<file path="config.mk">
export PLATFORM = sky130hd
export DESIGN_NAME = output_serializer_flat
export DESIGN_NICKNAME = d
export VERILOG_FILES = /design/src/rtl/output_serializer_if.sv /design/src/rtl/output_serializer.sv /design/src/flat_wrapper.sv
export SDC_FILE = /design/constraint.sdc
export NUM_CORES = 1
export LEC_CHECK = 0
export CORE_MARGIN = 2
export CORE_UTILIZATION = 45
export CTS_BUF_LIST = sky130_fd_sc_hd__clkbuf_4
export DETAILED_ROUTE_END_ITERATION = 10
export HOLD_SLACK_MARGIN = 0.1
export PLACE_DENSITY = 0.63
export RECOVER_POWER = 50
export REMOVE_ABC_BUFFERS = 1
export SLEW_MARGIN = 5
export SYNTH_ARGS = -nofsm -noshare
export SYNTH_HDL_FRONTEND = slang
export SYNTH_SLANG_ARGS = --single-unit
export TNS_END_PERCENT = 1
</file>
<file path="constraint.sdc">
create_clock -name clk -period 4.9 [get_ports clk]
set_clock_uncertainty 0.15 [all_clocks]
set_input_delay 0.98 -clock clk [delete_from_list [all_inputs] [get_ports clk]]
set_output_delay 0.98 -clock clk [all_outputs]
set_load 0.01 [all_outputs]
</file>
<file path="src/rtl/output_serializer_if.sv">
// CPU output bus: one-cycle strobe with the byte on the data bus.
interface output_serializer_if;
  logic       out_strobe;
  logic [7:0] out_data;

  modport master (output out_strobe, output out_data);
  modport slave  (input  out_strobe, input  out_data);
endinterface

</file>
<file path="src/rtl/output_serializer.sv">
// Byte FIFO feeding an 8N1 serial transmitter; DIVISOR clk cycles per bit.
module output_serializer #(
  parameter int unsigned DIVISOR = 4,
  parameter int unsigned DEPTH   = 4
) (
  input  logic                clk,
  input  logic                reset,
  output_serializer_if.slave  bus,
  output logic                tx,
  output logic                busy,
  output logic [4:0]          fifo_count,
  output logic                full,
  output logic [7:0]          dropped
);

  localparam int unsigned      PW     = $clog2(DEPTH);
  localparam logic [PW-1:0]    PONE   = 1;
  localparam logic [7:0]       TLOAD  = 8'(DIVISOR - 1);
  localparam logic [4:0]       DEPTH5 = 5'(DEPTH);

  typedef enum logic [1:0] {IDLE, START, DATA, STOP} state_t;

  state_t        state_q, state_d;
  logic [7:0]    timer_q, timer_d;
  logic [2:0]    bit_q, bit_d;
  logic [7:0]    shift_q, shift_d;
  logic          tx_q, tx_d;
  logic [PW-1:0] wptr_q, wptr_d, rptr_q, rptr_d;
  logic [4:0]    count_q, count_d;
  logic [7:0]    drop_q, drop_d;
  logic [7:0]    mem_q [DEPTH];
  logic          push, pop;

  // FIFO bookkeeping: pop only from IDLE with data present, so a byte
  // strobed into an empty FIFO is popped on the following edge.
  always_comb begin
    pop     = (state_q == IDLE) && (count_q != '0);
    push    = bus.out_strobe && ((count_q < DEPTH5) || pop);
    wptr_d  = push ? wptr_q + PONE : wptr_q;
    rptr_d  = pop  ? rptr_q + PONE : rptr_q;
    count_d = count_q;
    if (push && !pop) count_d = count_q + 5'd1;
    if (pop && !push) count_d = count_q - 5'd1;
    drop_d  = drop_q;
    if (bus.out_strobe && !push && (drop_q != '1)) drop_d = drop_q + 8'd1;
  end

  // Transmit FSM next-state; tx is derived from the next state so the
  // line changes on the same edge the state does.
  always_comb begin
    state_d = state_q;
    timer_d = timer_q;
    bit_d   = bit_q;
    shift_d = shift_q;
    case (state_q)
      IDLE: begin
        if (pop) begin
          shift_d = mem_q[rptr_q];
          timer_d = TLOAD;
          state_d = START;
        end
      end
      START: begin
        if (timer_q == '0) begin
          state_d = DATA;
          bit_d   = '0;
          timer_d = TLOAD;
        end else begin
          timer_d = timer_q - 8'd1;
        end
      end
      DATA: begin
        if (timer_q == '0) begin
          shift_d = {1'b0, shift_q[7:1]};
          timer_d = TLOAD;
          if (bit_q == 3'd7) state_d = STOP;
          else               bit_d   = bit_q + 3'd1;
        end else begin
          timer_d = timer_q - 8'd1;
        end
      end
      STOP: begin
        if (timer_q == '0) state_d = IDLE;
        else               timer_d = timer_q - 8'd1;
      end
      default: state_d = IDLE;
    endcase
    case (state_d)
      START:   tx_d = 1'b0;
      DATA:    tx_d = shift_d[0];
      default: tx_d = 1'b1;
    endcase
  end

  // Control and status registers with synchronous reset.
  always_ff @(posedge clk) begin
    if (reset) begin
      state_q <= IDLE;
      timer_q <= '0;
      bit_q   <= '0;
      shift_q <= '0;
      tx_q    <= 1'b1;
      wptr_q  <= '0;
      rptr_q  <= '0;
      count_q <= '0;
      drop_q  <= '0;
    end else begin
      state_q <= state_d;
      timer_q <= timer_d;
      bit_q   <= bit_d;
      shift_q <= shift_d;
      tx_q    <= tx_d;
      wptr_q  <= wptr_d;
      rptr_q  <= rptr_d;
      count_q <= count_d;
      drop_q  <= drop_d;
    end
  end

  // FIFO storage, not cleared by reset.
  always_ff @(posedge clk) begin
    if (push && !reset) mem_q[wptr_q] <= bus.out_data;
  end

  assign tx         = tx_q;
  assign busy       = (state_q != IDLE);
  assign fifo_count = count_q;
  assign full       = (count_q == DEPTH5);
  assign dropped    = drop_q;

endmodule

</file>
<file path="src/flat_wrapper.sv">
// flat-port wrapper written by rule: the top's interface ports become plain ports
module output_serializer_flat 
#(
  parameter int unsigned DIVISOR = 4,
  parameter int unsigned DEPTH   = 4
)
  (clk, reset, tx, busy, fifo_count, full, dropped, bus_out_strobe, bus_out_data);
  output_serializer_if bus_i ();
  input  logic clk;
  input  logic reset;
  output logic tx;
  output logic busy;
  output logic [4:0] fifo_count;
  output logic full;
  output logic [7:0] dropped;
  input wire logic [$bits(bus_i.out_strobe)-1:0] bus_out_strobe;
  input wire logic [$bits(bus_i.out_data)-1:0] bus_out_data;
  assign bus_i.out_strobe = bus_out_strobe;
  assign bus_i.out_data = bus_out_data;
  output_serializer #(.DIVISOR(DIVISOR), .DEPTH(DEPTH)) u_core (.clk(clk), .reset(reset), .bus(bus_i), .tx(tx), .busy(busy), .fifo_count(fifo_count), .full(full), .dropped(dropped));
endmodule
</file>
==> results_tabular.tex <==
\begin{tabular}{lr}
\hline
Metric & Value \\
\hline
\multicolumn{2}{l}{\textbf{Setup path}} \\
\quad Cell with the biggest individual delay on the critical path & sky130\_fd\_sc\_hd\_\_a21oi\_1 \\
\quad Worst Reg2Reg Path Length in Cells & 12 \\
\quad Maximum fanout along the worst path & 16 \\
\quad Type of element capturing the critical path & register \\
\quad Ordered cell list for the critical path & inv\_1 > ha\_1 > clkinv\_1 > a21oi\_1 > nand2b\_1 > inv\_1 > ha\_1 > nor2b\_1 > o21ai\_0 > a211oi\_1 > o21a\_1 > nor3\_1 \\
\quad Worst path arrival time & 3920 ps \\
\quad Largest stage delay, worst path & 1030 ps \\
\quad Path type of the worst setup path & reg -> reg \\
\quad Data required time at the worst endpoint & 5080 ps \\
\quad CP Launch Type & register \\
\multicolumn{2}{l}{\textbf{Global routing}} \\
\quad Grt met3 use & 2.922\% \\
\quad Number of antenna violations at the first check in global routing & 0 \\
\quad Gr usage total & 15.71\% \\
\quad Vias in the first global route & 2162 \\
\quad Met2 usage in global routing & 23.76\% \\
\quad M1 GR Usage & 22.22\% \\
\quad Pin count of the biggest net entering global routing & 37 \\
\quad Overflow left after global routing & 0 \\
\quad Grt peak-use layer & met2 \\
\quad Global-route wire length before repair & 10310 um \\
\multicolumn{2}{l}{\textbf{Clocking}} \\
\quad Clock tree sinks & 73 \\
\quad Insertion delay of the later-clocked pin in the worst-skew pair & 400 ps \\
\quad Hold buffer count at CTS & 0 \\
\quad Cell at the root of the clock tree & sky130\_fd\_sc\_hd\_\_clkbuf\_4 \\
\quad Post-CTS clock slew at the launch and capture registers of the worst setup and hold paths & 130 ps \\
\quad Post-CTS Setup Inserts & 0 \\
\quad Total number of H-tree levels & 3 \\
\quad Number of buffers added by the clock tree synthesis step & 9 \\
\quad Clk buf depth & 2 \\
\quad CTS tree & done \\
\quad Post-cts resize count & 0 \\
\multicolumn{2}{l}{\textbf{Route}} \\
\quad Total Wirelength & 5956 um \\
\quad Average wire length per cell after detail routing & 14.18 um \\
\quad Number of vias per cell after detailed routing & 5.333 \\
\quad DRC violations left & 0 \\
\quad Number of DRC violations after detailed-routing iteration 0 & 143 \\
\quad Iteration count of the initial detailed-routing pass & 4 \\
\quad Vias & 2240 \\
\quad Routed Antenna Nets & 0 \\
\multicolumn{2}{l}{\textbf{Placement}} \\
\quad Placer's final routability congestion estimate & 0.8032 \\
\quad Post-placement cell area & 0.003701 sq mm \\
\quad Sum of net half-perimeters after detailed placement & 4123 um \\
\quad Quantity of I/O buffers inserted on ports & 26 \\
\multicolumn{2}{l}{\textbf{STA}} \\
\quad Final Max Slew Viols & 0 \\
\quad Post-route setup TNS & 0 ps \\
\quad Final hold viol count & 0 \\
\quad Final critical path time including I/O delays and setup & 3739 ps \\
\quad Worst hold slack across all endpoints & 346.5 ps \\
\quad Period Utilization, post-route & 76.31\% \\
\quad Unrepaired setup endpoints after global routing & no \\
\quad Actual slew at the worst max-slew pin & 1282 ps \\
\quad Slew margin rel. & 14.52\% \\
\quad Setup violations, final & 0 \\
\quad Fmax achieved & 267.4 MHz \\
\multicolumn{2}{l}{\textbf{Floorplanning}} \\
\quad Site row count & 31 \\
\quad Floorplan Core Area & 0.007253 sq mm \\
\quad Initial core utilization & 46.44\% \\
\quad Total die area & 0.008193 sq mm \\
\quad Number of top-level pins & 27 \\
\quad Horizontal die dimension & 90.52 um \\
\quad Vertical extent of the die & 90.52 um \\
\multicolumn{2}{l}{\textbf{Cells and area}} \\
\quad Top library cells by usage in the layout, fill and taps aside & sky130\_fd\_sc\_hd\_\_dfxtp\_1, sky130\_fd\_sc\_hd\_\_nor2\_1, sky130\_fd\_sc\_hd\_\_edfxtp\_1 \\
\quad Number of antenna cells inserted & 0 \\
\quad Area overhead of the layout relative to synthesis & 14.34\% \\
\quad Fillcell total & 657 \\
\quad Nets & 344 \\
\quad Final Cell Area & 0.003851 sq mm \\
\quad Most common cell after layout, fill and taps aside & sky130\_fd\_sc\_hd\_\_dfxtp\_1 \\
\quad Share of final-layout standard cells stronger than drive strength 1 & 11.21\% \\
\multicolumn{2}{l}{\textbf{Power}} \\
\quad Maximum VDD drop & 0.0002953 V \\
\quad PD cells & 564.6 mW/mm\^{}2 \\
\quad Pleak & 1.373 nW \\
\multicolumn{2}{l}{\textbf{Yosys}} \\
\quad Most used flip-flop cell after synthesis & sky130\_fd\_sc\_hd\_\_dfxtp\_1 \\
\quad Share of async-settable or async-resettable flops after synthesis & 0\% \\
\quad Distinct cell type count of the synthesized netlist & 55 \\
\quad Synthesis-stage register bit count & 73 \\
\quad Cell count after synthesis & 287 \\
\quad Avg Inst Size Synth & 11.74 sq um \\
\quad Post-synth EDFFs & 32 \\
\quad Mapped Area & 0.003368 sq mm \\
\quad Sequential share of the synthesized area & 52.90\% \\
\quad Count of warnings emitted by yosys & 0 \\
\multicolumn{2}{l}{\textbf{Min path}} \\
\quad Hold Path Cell Cnt & 2 \\
\quad Min-delay worst type & reg -> reg \\
\multicolumn{2}{l}{\textbf{Job}} \\
\quad Number of violations of the max-capacitance limit & 0 \\
\multicolumn{2}{l}{\textbf{Run status}} \\
\quad Result of the run & completed \\
\hline
\end{tabular}
-- sequential cells by signal (all words and copies together) (netlist names), named ones only --
register	flops
u_core.mem_q	32
u_core.dropped	8
u_core.shift_q	8
u_core.timer_q	8
u_core.fifo_count	5
u_core.bit_q	3
u_core.rptr_q	2
u_core.state_q	2
u_core.wptr_q	2
u_core.tx	1
-- stage by stage --
stage	instances	util (%)	power [mW]	setup WS (ps)
finish	420	53.10	2.174	1161
global route	420	53.10	2.344	745.7
CTS	420	53.30	2.219	1583
detailed placement	404	51.03	1.780	1630
global placement	404	51.03	1.772	1743
floorplan	278	-	1.549	2082
-- synthesized netlist by cell type, types with 3 or more instances --
library cell / n / area, sq um
sky130_fd_sc_hd__nand3_1: 9 / 45.04
sky130_fd_sc_hd__o22ai_1: 3 / 18.77
sky130_fd_sc_hd__dfxtp_1: 41 / 820.8
sky130_fd_sc_hd__or3_1: 5 / 31.28
sky130_fd_sc_hd__mux2i_1: 6 / 60.06
sky130_fd_sc_hd__a21oi_1: 15 / 75.07
sky130_fd_sc_hd__nor3_1: 7 / 35.03
sky130_fd_sc_hd__a211oi_1: 5 / 37.54
sky130_fd_sc_hd__xor2_1: 4 / 35.03
sky130_fd_sc_hd__nor2_1: 35 / 131.4
sky130_fd_sc_hd__edfxtp_1: 32 / 960.9
sky130_fd_sc_hd__mux4_2: 8 / 180.2
sky130_fd_sc_hd__ha_1: 16 / 200.2
sky130_fd_sc_hd__a22oi_1: 9 / 67.56
sky130_fd_sc_hd__nand2_1: 5 / 18.77
sky130_fd_sc_hd__o31ai_1: 3 / 22.52
sky130_fd_sc_hd__a211oi_2: 3 / 37.54
sky130_fd_sc_hd__nor2b_1: 3 / 18.77
sky130_fd_sc_hd__and2_1: 5 / 31.28
sky130_fd_sc_hd__clkbuf_1: 4 / 15.01
sky130_fd_sc_hd__o21ai_0: 8 / 40.04
sky130_fd_sc_hd__inv_1: 13 / 48.80
sky130_fd_sc_hd__xnor2_1: 8 / 70.07
sky130_fd_sc_hd__nor2_2: 3 / 18.77
-- critical path: cells and delay by family, from the launching register on --
family	cells	cell delay, ps
buffers and inverters	3	520
AND/OR/NAND/NOR	3	460
AO/OA/AOI/OAI	4	1580
adder cells (fa/ha/maj)	2	570
flip-flops	1	370
-- power by group --
| part | leakage (nW) | total (mW) | internal (mW) | switching [mW] |
|---|---|---|---|---|
| Sequential | 0.626 | 0.867 | 0.748 | 0.118 |
| Clock | 0.0874 | 0.434 | 0.216 | 0.218 |
| Combinational | 0.660 | 0.874 | 0.396 | 0.478 |
| Total | 1.37 | 2.17 | 1.36 | 0.814 |
-- final cells by class --
type	count	area (sq um)	share of cell area, %
clock buffers	10	75.07	1.949
clock inverters	6	90.09	2.339
inverters	14	52.55	1.365
multi-input cells	191	1460	37.91
flip-flops and latches	73	1782	46.26
well taps	99	123.9	3.216
repair buffers	27	267.8	6.953
-- kinds of logic (layout without fill, tap and decap cells) --
logic type,count (synthesis),after routing,synth area share (%)
simple gates,88,88,14.41
flops,73,73,52.90
fa+ha+maj,17,17,6.538
mux,14,14,7.132
buf+inv,23,57,3.306
compound gates,60,60,12.59
xor+xnor,12,12,3.120
-- path summary, 6_finish.rpt --
kind         slack, ps              start              endpoint
max               1160  u_core.state_q[0]  u_core.fifo_count[4]
min                350  u_core.shift_q[7]     u_core.shift_q[7]
max reg2reg       1160  u_core.state_q[0]  u_core.fifo_count[4]
min reg2reg        350  u_core.shift_q[7]     u_core.shift_q[7]
-- layer usage --
layer	vias to the layer above	routed length [um]
met5	-	0
met4	0	93
met3	8	168
met2	30	2724
met1	1084	2970
li1	1118	-
(Power assumes the default switching activity.)
